`src/rtl/div_unit.sv`:
```
// Iterative restoring divider for the execute stage: one quotient bit per cycle,
// signed or unsigned, result packed as {remainder, quotient} for the HI/LO path.
module div_unit #(
  parameter int WIDTH = 32
) (
  input  logic                 clk,
  input  logic                 rst,
  input  logic                 signed_div_i,
  input  logic [WIDTH-1:0]     opdata1_i,
  input  logic [WIDTH-1:0]     opdata2_i,
  input  logic                 start_i,
  input  logic                 annul_i,
  output logic [2*WIDTH-1:0]   result_o,
  output logic                 ready_o,
  output logic                 busy_o
);

  localparam int CNT_W = $clog2(WIDTH) + 1;
  localparam logic [CNT_W-1:0] LAST_CNT = CNT_W'(WIDTH - 1);

  localparam logic [1:0] FREE   = 2'd0;
  localparam logic [1:0] BYZERO = 2'd1;
  localparam logic [1:0] ON     = 2'd2;
  localparam logic [1:0] END    = 2'd3;

  logic [1:0]         state;
  logic [CNT_W-1:0]   cnt;
  logic [2*WIDTH:0]   work;
  logic [WIDTH-1:0]   divisor;
  logic               neg_quo;
  logic               neg_rem;

  logic [2*WIDTH:0]   shifted;
  logic [2*WIDTH:0]   work_next;
  logic [WIDTH+1:0]   trial;
  logic               accept;

  // Two's-complement magnitude; the most negative value maps to 2^(WIDTH-1).
  function automatic logic [WIDTH-1:0] magnitude(input logic signed [WIDTH-1:0] v,
                                                 input logic is_signed);
    if (is_signed && v[WIDTH-1])
      return $unsigned(-v);
    return $unsigned(v);
  endfunction

  function automatic logic [WIDTH-1:0] cond_negate(input logic [WIDTH-1:0] v,
                                                   input logic neg);
    return neg ? -v : v;
  endfunction

  assign accept = (state == FREE) && start_i && !annul_i;
  assign busy_o = (state == BYZERO) || (state == ON);

  // One restoring step: shift, then keep the trial difference if it did not borrow.
  always_comb begin
    shifted   = work << 1;
    trial     = {1'b0, shifted[2*WIDTH:WIDTH]} - {2'b00, divisor};
    work_next = shifted;
    if (!trial[WIDTH+1])
      work_next = {trial[WIDTH:0], shifted[WIDTH-1:1], 1'b1};
  end

  // Operand / working datapath registers carry no reset; control qualifies them.
  always_ff @(posedge clk) begin
    if (accept && (opdata2_i != '0)) begin
      work    <= {{(WIDTH+1){1'b0}}, magnitude(opdata1_i, signed_div_i)};
      divisor <= magnitude(opdata2_i, signed_div_i);
      neg_quo <= signed_div_i & (opdata1_i[WIDTH-1] ^ opdata2_i[WIDTH-1]);
      neg_rem <= signed_div_i & opdata1_i[WIDTH-1];
    end else if ((state == ON) && !annul_i) begin
      work <= work_next;
    end
  end

  always_ff @(posedge clk) begin
    if (rst) begin
      state    <= FREE;
      cnt      <= '0;
      ready_o  <= 1'b0;
      result_o <= '0;
    end else begin
      case (state)
        FREE: begin
          if (accept) begin
            cnt   <= '0;
            state <= (opdata2_i == '0) ? BYZERO : ON;
          end
        end
        BYZERO: begin
          if (annul_i) begin
            state <= FREE;
            cnt   <= '0;
          end else begin
            state    <= END;
            ready_o  <= 1'b1;
            result_o <= '0;
          end
        end
        ON: begin
          if (annul_i) begin
            state    <= FREE;
            cnt      <= '0;
            ready_o  <= 1'b0;
            result_o <= '0;
          end else begin
            cnt <= cnt + CNT_W'(1);
            if (cnt == LAST_CNT) begin
              state    <= END;
              ready_o  <= 1'b1;
              result_o <= {cond_negate(work_next[2*WIDTH-1:WIDTH], neg_rem),
                           cond_negate(work_next[WIDTH-1:0], neg_quo)};
            end
          end
        end
        END: begin
          if (!start_i || annul_i) begin
            state    <= FREE;
            ready_o  <= 1'b0;
            result_o <= '0;
          end
        end
        default: state <= FREE;
      endcase
    end
  end

endmodule

```
`config.mk`:
```
export PLATFORM = sky130hd
export DESIGN_NAME = div_unit
export DESIGN_NICKNAME = d
export VERILOG_FILES = /design/src/rtl/div_unit.sv
export SDC_FILE = /design/constraint.sdc
export NUM_CORES = 1
export LEC_CHECK = 0
export CAP_MARGIN = 20
export CORE_MARGIN = 4
export CORE_UTILIZATION = 53
export CTS_BUF_LIST = sky130_fd_sc_hd__clkbuf_8
export DETAILED_ROUTE_END_ITERATION = 10
export PLACE_DENSITY_LB_ADDON = 0.12
export SLEW_MARGIN = 15
export SYNTH_ARGS = -nofsm -noshare
export SYNTH_HDL_FRONTEND = slang
export SYNTH_SLANG_ARGS = --single-unit
```
`constraint.sdc`:
```
create_clock -name clk -period 4.6 [get_ports clk]
set_input_delay 0.92 -clock clk [delete_from_list [all_inputs] [get_ports clk]]
set_output_delay 0.92 -clock clk [all_outputs]
set_load 0.01 [all_outputs]
```
==> results by group <==
Run status
  • Outcome: complete, no violations

Worst setup path
  • Startpoint Class: register
  • Kind of critical path: register to register
  • Crit end category: register
  • CP Launch Point: work[55]$_SDFFE_PP0P_
  • Worst endpoint required time: 4.93 ns
  • Crit-path slowest cell: or4_1
  • CP cell instances: ha_4 -> a21oi_1 -> o21ai_2 -> a211oi_2 -> a211oi_1 -> or4_1 -> or2_4 -> nor2_4 -> a21oi_2 -> inv_1 -> ha_2 -> o211ai_1 -> or3_1 -> or3_4 -> or4_4 -> nand3_2 -> nand4_1 -> mux2i_1 -> a21oi_1
  • Slowest stage delay, CP: 0.47 ns
  • Crit-path leading delay family: simple AND/OR/NAND/NOR gates
  • R2R setup slack: 0.17 ns
  • Crit path DAT: 4.77 ns
  • R2r endpoint: result_o[58]$_SDFFE_PP0P_
  • Crit-path most repeated cell: a21oi_1
  • Maximum fanout along the worst path: 7
  • CP Buf/Inv Count: 1
  • Worst R2R Start: work[55]$_SDFFE_PP0P_
  • Reg2Reg Depth: 19

Power and ir drop
  • PwrDens: 502.3 nW/um^2
  • Combinational power share: 0.554
  • Sw Ratio: 0.4660
  • Sequential share of power: 0.291
  • Pwr Total: 7.039 mW
  • Psw: 3.280 mW
  • Peak VDD IR: 316.0 uV
  • Clock Power Share: 0.155
  • Leakage: 5.202 nW
  • Internal power: 3.759 mW

Yosys
  • Number of enable flip-flop cells after synthesis: 66
  • Post-Syn Instances: 1,422
  • Mapped Nets: 1,535
  • Yosys reg bits: 171
  • Asr flop ratio synth: 0
  • YS warnings: 0
  • Prevailing post-synth register cell: dfxtp_1
  • Cell area after synthesis: 11,760 um^2
  • Sequential share of the synthesized area: 0.3473
  • Post-synthesis cell type count: 85
  • Syn_area_per_cell: 8.270 um^2

Floorplan
  • Initial core utilization: 0.5389
  • Core area: 21,820 um^2
  • Die height: 157.0 um
  • I/O pin count: 135
  • Die area: 24,640 um^2
  • FP Rows: 54
  • Die width: 157.0 um

Timing
  • Final period utilization: 0.9635
  • Post-Route Skew: 0.02813 ns
  • WHS: 0.4519 ns
  • Slew HR: 0.3055
  • Fmax: 225.6 MHz
  • Min Clock Period, post-route: 4.432 ns
  • Worst-Margin Slew: 1.042 ns
  • Final Hold Vio Count: 0
  • Worst setup margin: 0.1677 ns
  • Max-slew violations: 0
  • Setup Viol. Count Final: 0

Clock tree
  • Reg clk slew, reported paths: 0.11 ns
  • # hold bufs at CTS: 0
  • Clock buffer depth: 2
  • Clock sink count: 171
  • Root Driver: clkbuf_8
  • Number of buffers created by CTS: 17
  • Worst-Skew Late Latency: 0.49 ns
  • CTS tree: yes
  • H-Tree Level Count: 4

Cells and area
  • Fraction of layout cells with a size suffix above 1: 0.08718
  • Antenna fix cells: 0
  • Final #Nets: 1,660
  • Area Overhead vs Synth: 19.16%
  • Core Util, Final: 0.6421
  • Design Area, Final: 14,010 um^2

Routing
  • Average via count per standard cell: 6.084
  • Residual DRC: 0
  • DR WL/cell: 19.10 um
  • Drt pass-1 iters: 6
  • Iter 0 DRT Violations: 1,031
  • Routed WL: 35,140 um
  • Remaining antenna violation count: 0
  • Via count: 11,195

Place
  • Area after DPL: 13,570 um^2
  • Placer congestion estimate: 0.9497
  • I/O Buffers: 134
  • Worst slack, placed: 0.08178 ns
  • DP Wirelength: 26,780 um

GRT
  • GRT Total Usage: 0.2833
  • Initial antenna violation count: 0
  • First-pass GRT wire length: 55,700 um
  • Gr ovfl total: 0
  • Pin count of the biggest net entering global routing: 73
  • Vias in the first global route: 10,539

Worst hold path
  • Hold Path Depth: 2
  • Hold crit path type: register to register
  • Worst hold start: result_o[54]$_SDFFE_PP0P_
  • Hold path endpoint: result_o[54]$_SDFFE_PP0P_

Run
  • Max-capacitance violation count: 0
[cell type report]
type                    instances  area [um^2]
inverters                      65        244.0
multi-input cells            1109         7191
clock inverters                14        146.4
repair buffers                183         1745
clock buffers                  18        247.7
well taps                     280        350.3
flip-flops and latches        171         4089
fillers                      1946         7810
[state kept, by name, indices dropped and copies added (netlist names)]
signal / flops
divisor: 32
work: 64
neg_rem: 1
state: 2
cnt: 6
ready_o: 1
result_o: 64
neg_quo: 1
[kinds of logic after synthesis]
group | share of synthesized area
adders and majority gates | 0.04745
DFF | 0.3473
xor gates and xnor gates | 0.09905
buffers and inverters | 0.04894
muxes | 0.02958
and+or+nand+nor | 0.2010
AOI/OAI and AO/OA | 0.2267
[repair_timing]
item / CTS / global route
setup buffers: 0 / 1
gates resized for setup: 0 / 11
endpoints found under the setup margin: 0 / 16
[power by group through the flow]
stage	clock network (mW)	registers [mW]	logic (mW)
floorplan	0	2.00	2.72
global placement	0	2.07	3.74
detailed placement	0	2.07	3.77
CTS	1.11	2.04	3.80
global route	1.17	2.07	4.25
finish	1.09	2.05	3.90
[layout by cell type (no fill, tap or decap), types with 13 or more instances in the layout]
cell	Yosys	layout
nand2b_1	13	13
edfxtp_1	66	66
xnor2_1	63	63
nand3_1	24	23
o31ai_1	20	20
o21ai_1	15	15
mux2i_1	21	20
dfxtp_1	105	101
a22oi_1	33	33
a211oi_1	31	31
ha_1	43	40
clkdlybuf4s50_1	0	133
and3_1	16	15
inv_1	63	63
clkbuf_8	0	18
nor2_1	182	180
nor3_1	41	40
a21oi_1	118	115
buf_4	1	45
xor2_1	70	70
nand2_1	120	119
o21ai_0	52	52
or3_1	27	26
[cell usage after synthesis, types with 13 or more instances]
master    count  area [um^2]
a211oi_1     31        232.7
a21oi_1     118        590.6
a22oi_1      33        247.7
and3_1       16        100.1
clkbuf_1     60        225.2
dfxtp_1     105         2102
edfxtp_1     66         1982
ha_1         43        538.0
inv_1        63        236.5
mux2i_1      21        210.2
nand2_1     120        450.4
nand2b_1     13        81.33
nand3_1      24        120.1
nor2_1      182        683.2
nor2b_1      13        81.33
nor3_1       41        205.2
o21ai_0      52        260.3
o21ai_1      15        75.07
o31ai_1      20        150.1
or3_1        27        168.9
xnor2_1      63        551.8
xor2_1       70        613.1
[metal layers]
metal,track usage,vias up,share of wire
met5,0,-,0
met3,0.04922,62,0.068
met2,0.4554,381,0.46
met4,0.08430,0,0.026
li1,-,5420,-
met1,0.3932,5332,0.45
[worst min-delay path, cell delays in order (launching register included)]
cell and delay [ns]:
dfxtp_1 0.32, nand2_1 0.05, o21ai_1 0.05
[worst max-delay path by stage]
stage | endpoint | slack [ns] | depth (start not counted)
floorplan | result_o[58]$_SDFFE_PP0P_ | -0.15 | 26
global placement | result_o[58]$_SDFFE_PP0P_ | 0.15 | 18
detailed placement | result_o[58]$_SDFFE_PP0P_ | 0.08 | 20
CTS | result_o[58]$_SDFFE_PP0P_ | 0.03 | 20
global route | result_o[50]$_SDFFE_PP0P_ | -0.02 | 20
finish | result_o[58]$_SDFFE_PP0P_ | 0.17 | 19
[stage by stage]
stage,TNS [ns],std cells
2_1_floorplan,-0.3693,1422
3_3_place_gp,0,1807
3_5_place_dp,0,1807
4_1_cts,0,1839
5_1_grt,-0.04726,1840
6_report,0,1840
Power figures use the tool's default switching activity.
